$ cat src/rtl/rf_write_scheduler.sv
// Register-file write-port arbiter and long-latency scoreboard: pipeline
// writeback always owns the port; long-unit results fill the idle cycles.
module rf_write_scheduler #(
    parameter int LU_DEPTH     = 4,
    parameter int STARVE_LIMIT = 8
) (
    input  logic        clk,
    input  logic        reset,
    input  logic        iss_valid,
    input  logic [4:0]  iss_rs,
    input  logic [4:0]  iss_rt,
    input  logic        iss_use_rs,
    input  logic        iss_use_rt,
    input  logic [4:0]  iss_rd,
    input  logic        iss_wr,
    input  logic        iss_long,
    output logic        stall,
    input  logic        wb_valid,
    input  logic [4:0]  wb_rd,
    input  logic [31:0] wb_data,
    input  logic        lu_valid,
    input  logic [4:0]  lu_rd,
    input  logic [31:0] lu_data,
    output logic        lu_ready,
    output logic        rf_we,
    output logic [4:0]  rf_wa,
    output logic [31:0] rf_wd,
    output logic [3:0]  lu_busy_cnt
);
    localparam logic [3:0] DEPTH_MAX = 4'(LU_DEPTH);
    localparam logic [3:0] SC_MAX    = 4'(STARVE_LIMIT);

    logic [31:0] busy;
    logic [31:0] busy_next;
    logic [3:0]  cnt;
    logic [3:0]  cnt_next;
    logic [3:0]  sc;
    logic        wb_live;
    logic        lu_hs;
    logic        starving;
    logic        hazard;
    logic        issue;
    logic        lu_inc;

    // stall and lu_ready are built only from state and inputs; neither feeds the other
    always_comb begin
        wb_live  = wb_valid && (wb_rd != 5'd0);
        lu_ready = lu_valid && !wb_live;
        lu_hs    = lu_ready;
        starving = (sc == SC_MAX);
        hazard   = (iss_use_rs && busy[iss_rs])
                || (iss_use_rt && busy[iss_rt])
                || (iss_wr && busy[iss_rd])
                || (iss_long && (cnt == DEPTH_MAX))
                || starving;
        stall    = iss_valid && hazard;
        issue    = iss_valid && !hazard;
        lu_inc   = issue && iss_long;
    end

    always_comb begin
        busy_next = busy;
        if (lu_hs)
            busy_next[lu_rd] = 1'b0;
        if (lu_inc && iss_wr)
            busy_next[iss_rd] = 1'b1;
        busy_next[0] = 1'b0;
    end

    always_comb begin
        cnt_next = cnt;
        case ({lu_inc, lu_hs})
            2'b10:   cnt_next = cnt + 4'd1;
            2'b01:   cnt_next = cnt - 4'd1;
            default: cnt_next = cnt;
        endcase
    end

    always_ff @(posedge clk or posedge reset) begin
        if (reset) begin
            busy  <= '0;
            cnt   <= '0;
            sc    <= '0;
            rf_we <= 1'b0;
            rf_wa <= '0;
            rf_wd <= '0;
        end else begin
            busy <= busy_next;
            cnt  <= cnt_next;
            if (lu_valid && !lu_ready)
                sc <= starving ? sc : sc + 4'd1;
            else
                sc <= '0;
            if (wb_live) begin
                rf_we <= 1'b1;
                rf_wa <= wb_rd;
                rf_wd <= wb_data;
            end else if (lu_hs && (lu_rd != 5'd0)) begin
                rf_we <= 1'b1;
                rf_wa <= lu_rd;
                rf_wd <= lu_data;
            end else begin
                rf_we <= 1'b0;
            end
        end
    end

    assign lu_busy_cnt = cnt;

    // A result with no outstanding request, or for a register not marked busy, is a long-unit bug
    a_lu_cnt:  assert property (@(posedge clk) disable iff (reset) lu_valid |-> (cnt != 4'd0));
    a_lu_busy: assert property (@(posedge clk) disable iff (reset)
                                (lu_valid && (lu_rd != 5'd0)) |-> busy[lu_rd]);

endmodule

$ cat config.mk
export PLATFORM = sky130hd
export DESIGN_NAME = rf_write_scheduler
export DESIGN_NICKNAME = d
export VERILOG_FILES = /design/src/rtl/rf_write_scheduler.sv
export SDC_FILE = /design/constraint.sdc
export NUM_CORES = 1
export LEC_CHECK = 0
export CAP_MARGIN = 15
export CELL_PAD_IN_SITES_DETAIL_PLACEMENT = 0
export CELL_PAD_IN_SITES_GLOBAL_PLACEMENT = 1
export CORE_UTILIZATION = 39
export CTS_CLUSTER_DIAMETER = 80
export CTS_CLUSTER_SIZE = 24
export DETAILED_ROUTE_END_ITERATION = 8
export PLACE_DENSITY_LB_ADDON = 0.2
export SLEW_MARGIN = 10
export SYNTH_ARGS = -nofsm -noshare
export SYNTH_HDL_FRONTEND = slang
export SYNTH_SLANG_ARGS = --single-unit
$ cat constraint.sdc
create_clock -name clk -period 9.1 [get_ports clk]
set_clock_uncertainty 0.2 [all_clocks]
set_input_delay 1.365 -clock clk [delete_from_list [all_inputs] [get_ports clk]]
set_output_delay 1.365 -clock clk [all_outputs]
set_load 0.05 [all_outputs]
==> impl_metrics.json, run 1 <==
{
  "status": "finished, final reports clean",
  "cts_hold_buf": 0,
  "arrival_ps": 5010,
  "synth.distinct_cells": 50,
  "final_max_slew_viol_count": 0,
  "num_vias": 4017,
  "grt_util_all_layers_pct": 22.30,
  "dr.pass1.iters": 5,
  "path_clk_slew_ps": 60,
  "cp_slowest_cell": "clkdlybuf4s50_1",
  "worst_slew_pin_slew_ps": 989.6,
  "die_h_um": 110.7,
  "post_cts_resized": 0,
  "postCtsSetupBuffers": 0,
  "cp_max_fo": 33,
  "postRouteAntennaNets": 0,
  "grt_use_met1_pct": 28.90,
  "fin_util_pct": 56.28,
  "finalPower_mw": 1.227,
  "area_growth_pct": 40.05,
  "num_rows": 39,
  "finalHoldViolCount": 0,
  "numCtsBuffers": 9,
  "rsz0062_at_grt": "no",
  "synthesis.area_um2": 4608,
  "tns_ps": 0,
  "worstSetupPathType": "input pin to output port",
  "grt_max_degree": 78,
  "io_buffers": 141,
  "async_flop_share_pct": 100.0,
  "drive_gt1_share_pct": 8.188,
  "final_nets": 673,
  "ys_seq_area_share_pct": 41.81,
  "use_met3_pct": 8.037,
  "fmax_mhz": 152.2,
  "cp.required_ps": 7540,
  "synthCells": 448,
  "root_buffer": "clkbuf_16",
  "clkLatencyLatePin_ps": 340,
  "synth_top_area_share_pct": 41.81,
  "startpoint_type": "input pin",
  "synth_edf_count": 0,
  "place_congestion": 0.8715,
  "power_density_nw_per_um2": 190.1,
  "fp.dieArea_um2": 12250,
  "use_met2_pct": 35.28,
  "end_kind": "output port",
  "finalCriticalPeriod_ps": 6572,
  "remaining_drc_errors": 0,
  "finalCritPeriodShare_pct": 72.22,
  "initial_core_util_pct": 40.19,
  "synth.area.top_cells": "dfrtp_1, mux2i_1, o21ai_0",
  "pin_count": 142,
  "syn_nets": 552,
  "p_leak_nw": 2.713,
  "hold_path_class": "register to register",
  "setup_viol": 0,
  "synth_top_area_cell": "dfrtp_1",
  "die_width_um": 110.7,
  "h-tree-depth": 3,
  "regToRegSetupSlack_ps": 5150,
  "n_fill_cell": 1016,
  "place_hpwl_um": 9635,
  "instances_no_fill": 717,
  "cpMostUsedCell": "clkdlybuf4s50_1",
  "vias_per_cell": 5.603,
  "synth-seq-cells": 77,
  "crit_buf_inv": 3,
  "grt_pass1_vias": 4118,
  "path_cells": "clkdlybuf4s50_1 > nand2b_1 > nor3b_1 > a31oi_1 > o311ai_0 > o21ai_1 > o31ai_4 > buf_4 > o21a_1 > clkdlybuf4s50_1",
  "drt-total-wl_um": 13280,
  "cts_sinks": 77,
  "antenna_found_initial": 0,
  "critical-path-max-stage-delay_ps": 1020,
  "vdd_drop_max_mv": 0.1063,
  "yosys_warnings": 0,
  "syn_avg_cell_area_um2": 10.29,
  "maxCapViolations": 0,
  "busiest_layer": "met2",
  "critical_path.top_delay_family": "buffers and inverters",
  "post_drt_wl_per_cell_um": 18.52,
  "synth_ff_type": "dfrtp_1",
  "drt_iter0_drc": 208,
  "grt_pass1_wl_um": 21680,
  "grt_overflow": 0,
  "cts.path.max_buffers": 2,
  "core_area_um2": 11470,
  "insertedDiodeCount": 0,
  "cts_tree": "built",
  "relSlewSlack_pct": 34.03,
  "place_inst": 701
}
-- power by group --
part / switching [mW] / total, mW / internal, mW
registers: 0.0433 / 0.428 / 0.385
logic: 0.208 / 0.364 / 0.156
clock network: 0.140 / 0.434 / 0.294
-- worst reg2reg max path, delay by kind of cell (launching register included) --
family | cells | cell delay, ps
xor gates and xnor gates | 2 | 300
adders and majority gates | 2 | 510
and+or+nand+nor | 3 | 950
DFF | 1 | 430
buffers and inverters | 1 | 250
AOI/OAI and AO/OA | 3 | 410
muxes | 2 | 800
-- cells in the final DEF, fill, tap and decap left out, drive strengths merged, types with 4 or more instances in the layout --
cell	instances
nand3	8
clkdlybuf4s50	141
nor2b	4
o31ai	4
ha	5
nand2b	6
nand2	56
inv	7
nand3b	7
clkbuf	9
mux4	13
bufinv	4
nor3	5
o41ai	31
buf	5
mux2	9
dfrtp	77
mux2i	54
o21ai	71
nor2	11
xnor2	4
-- path summary, 6_finish.rpt --
check / from / end / depth (start not counted)
min: lu_busy_cnt[3] / lu_busy_cnt[3] / 1
max reg2reg: busy[13] / lu_busy_cnt[3] / 13
max in group asynchronous: reset / busy[10] / 3
min reg2reg: lu_busy_cnt[3] / lu_busy_cnt[3] / 1
min in group asynchronous: reset / sc[2] / 3
max: iss_rd[1] / stall / 10
-- cells by family after synthesis --
family,after synthesis,share of synthesized area [%]
mux,76,20.77
buf+inv,43,4.616
simple gates,114,12.08
flops,77,41.81
compound gates,125,17.59
xor+xnor,7,1.330
fa+ha+maj,6,1.792
-- per-stage QoR --
step,cell area (um2),setup slack [ps],hold slack [ps]
3_3_place_gp,6091,2518,286.5
6_report,6454,2528,311.7
4_1_cts,6454,2543,314.7
3_5_place_dp,6091,2552,301.0
2_1_floorplan,4608,4324,290.1
5_1_grt,6454,2292,340.0
-- routing by layer --
layer / part of all wire (%) / wire [um] / vias to the layer above
li1: - / - / 1927
met1: 43 / 5718 / 1913
met2: 46 / 6153 / 168
met3: 9.6 / 1278 / 9
met4: 0.99 / 131 / 0
met5: 0 / 0 / -
-- cell type report --
| type | count | area, um2 | share of cell area (%) |
|---|---|---|---|
| clock buffer | 9 | 225.2 | 3.490 |
| clock inverter | 7 | 137.6 | 2.133 |
| inverter | 7 | 26.28 | 0.4071 |
| tap | 143 | 178.9 | 2.772 |
| timing repair buffer | 146 | 1449 | 22.45 |
| multi-input combinational | 328 | 2510 | 38.89 |
| sequential | 77 | 1927 | 29.86 |
-- state kept, by name (all words and copies together), names as in the netlist --
register and flops:
busy 31, lu_busy_cnt 4, rf_wa 5, rf_wd 32, rf_we 1, sc 4
-- synthesized netlist by cell type, drive strengths merged (2+ instances only) --
library cell  number
o41ai             31
nand2b             6
nand2             56
o21a               2
and3               3
o21ai             71
nor2b              4
clkbuf            18
nor2              11
dfrtp             77
mux2               9
or3b               3
nand3b             7
a31oi              3
o31ai              4
mux2i             54
a21oi              3
inv                7
nor3               5
ha                 5
nand3              8
buf               18
nor4b              2
xnor2              4
mux4              13
nor3b              3
o211ai             2
xor2               3
Note: power is estimated with default switching activity, not from simulation.
==> run 2: changes to the inputs <==
--- a/config.mk
+++ b/config.mk
@@ -8,7 +8,7 @@
 export CAP_MARGIN = 15
 export CELL_PAD_IN_SITES_DETAIL_PLACEMENT = 0
 export CELL_PAD_IN_SITES_GLOBAL_PLACEMENT = 1
-export CORE_UTILIZATION = 39
+export CORE_UTILIZATION = 32
 export CTS_CLUSTER_DIAMETER = 80
 export CTS_CLUSTER_SIZE = 24
 export DETAILED_ROUTE_END_ITERATION = 8
==> constraint.sdc (replaced) <==
create_clock -name clk -period 5.8 [get_ports clk]
set_clock_uncertainty 0.2 [all_clocks]
set_input_delay 0.87 -clock clk [delete_from_list [all_inputs] [get_ports clk]]
set_output_delay 0.87 -clock clk [all_outputs]
set_load 0.05 [all_outputs]
==> run 2 against run 1 <==
Sequential share of layout area down 0.075 points; register-to-register slack worse by 3000 ps; first-iteration DRC count up 11%; critical path type unchanged.
==> impl_metrics.json, run 2 (synthesis gave the netlist of run 1 again) <==
{
  "critical-path-max-stage-delay_ps": 820,
  "placed_cell_area_um2": 6150,
  "cts.path.max_buffers": 2,
  "finalCriticalPeriod_ps": 4961,
  "combPwrFrac_pct": 31.5,
  "antenna_found_initial": 0,
  "place_inst": 740,
  "place_congestion": 0.8519,
  "drive_gt1_share_pct": 8.839,
  "reg_top3": "rf_wd x32, busy x31, rf_wa x5",
  "place_hpwl_um": 10450,
  "p_leak_nw": 2.696,
  "grt_util_all_layers_pct": 20.06,
  "instances_no_fill": 757,
  "status": "finished, final reports clean",
  "h-tree-depth": 3,
  "dr.pass1.iters": 5,
  "post_cts_resized": 0,
  "post_drt_wl_per_cell_um": 18.82,
  "switching_power_mw": 0.6407,
  "top_register": "rf_wd",
  "finalWorstSetupSlack_ps": 838.9,
  "finalCritPeriodShare_pct": 85.54,
  "cts_tree": "built",
  "num_rows": 43,
  "die_width_um": 122,
  "postCtsSetupBuffers": 0,
  "path_clk_slew_ps": 60,
  "worstSetupPathType": "input pin to output port",
  "dp_slack_ps": 829.6,
  "area_growth_pct": 40.40,
  "cts_sinks": 77,
  "maxCapViolations": 0,
  "end_kind": "output port",
  "initial_core_util_pct": 32.94,
  "grt_overflow": 0,
  "setup_viol": 0,
  "layout_common_cells": "clkdlybuf4s50_1, dfrtp_1, o21ai_0, nand2_1, mux2i_1",
  "n_fill_cell": 1355,
  "hold_path_class": "register to register",
  "seqPwrFrac_pct": 37.1,
  "clock_power_share_pct": 31.4,
  "num_vias": 4119,
  "worst_hold_slack_ps": 324.9,
  "final_area_um2": 6470,
  "numCtsBuffers": 9,
  "die_h_um": 122,
  "vias_per_cell": 5.441,
  "cts_hold_buf": 0,
  "fp.dieArea_um2": 14880,
  "regArea_um2": 1927,
  "final_common_cell": "clkdlybuf4s50_1",
  "grt_pass1_wl_um": 22650,
  "io_buffers": 141,
  "grt_pass1_vias": 4263,
  "remaining_drc_errors": 0,
  "cpMostUsedCell": "buf_4",
  "core_area_um2": 13990,
  "rsz0062_at_grt": "no",
  "vdd_drop_max_mv": 0.1192,
  "clkLatencyLatePin_ps": 340,
  "finalHoldViolCount": 0,
  "cp_slowest_cell": "clkdlybuf4s50_1",
  "relSlewSlack_pct": 56.56,
  "finalPower_mw": 1.827,
  "tns_ps": 0,
  "power_density_nw_per_um2": 282.3,
  "worst_slew_pin_slew_ps": 651.7,
  "cp.required_ps": 4730,
  "final_max_slew_viol_count": 0,
  "fin_util_pct": 46.25,
  "multi_input_area_um2": 2510,
  "fmax_mhz": 201.6,
  "arrival_ps": 3890,
  "drt-total-wl_um": 14250,
  "grt_max_degree": 72,
  "cp_max_fo": 32,
  "root_buffer": "clkbuf_16",
  "final_nets": 676,
  "postRouteAntennaNets": 0,
  "pin_count": 142,
  "switching_share_pct": 35.07,
  "path_cells": "clkdlybuf4s50_1 > buf_4 > nand2b_1 > buf_4 > nor3b_1 > a31oi_1 > o311ai_0 > o21ai_1 > o31ai_4 > buf_4 > o21a_1 > buf_4",
  "startpoint_type": "input pin",
  "p_int_mw": 1.186,
  "insertedDiodeCount": 0,
  "drt_iter0_drc": 231,
  "largest_reg_flops": 32
}
## run 2: cell count changes in the layout (fill, tap and decap cells not counted), sizes merged
cell / previous run / this run
buf: 5 / 9
inv: 7 / 8
clkinvlp: 1 / 3
bufinv: 4 / 1
clkdlybuf4s50: 141 / 140
## run 2: area by class of cell
cell class | count | share of cell area [%]
timing repair buffer | 149 | 22.90
clock buffer | 9 | 3.481
sequential | 77 | 29.78
inverter | 7 | 0.4061
tap | 180 | 3.481
multi-input combinational | 328 | 38.79
clock inverter | 7 | 1.160
## run 2: path summary, 6_finish.rpt
check	start	end	slack (ps)	depth (start not counted)
max	iss_rd[1]	stall	840	12
min	lu_busy_cnt[3]	lu_busy_cnt[3]	320	1
max reg2reg	busy[5]	lu_busy_cnt[3]	2130	12
min reg2reg	lu_busy_cnt[3]	lu_busy_cnt[3]	320	1
max in group asynchronous	reset	rf_wa[3]	3800	4
min in group asynchronous	reset	rf_wd[31]	640	2
## run 2: worst max-delay path: cells and delay by family
kind	cells	cell delay [ps]
AOI/OAI and AO/OA	5	870
buffers and inverters	5	1830
and+or+nand+nor	2	300
## run 2: metal layers
metal	up-vias	routed length, um	GRT usage (%)
met1	1995	6351	26.43
met2	179	6206	29.94
met3	17	1454	7.584
li1	1928	-	-
met5	-	0	0
met4	0	238	6.867
## run 2: power by group through the flow
stage / Combinational (mW) / Clock (mW) / Sequential [mW]
finish: 0.575 / 0.574 / 0.677
global route: 0.617 / 0.612 / 0.687
CTS: 0.578 / 0.588 / 0.678
detailed placement: 0.576 / 0 / 0.685
global placement: 0.569 / 0 / 0.684
floorplan: 0.228 / 0 / 0.799
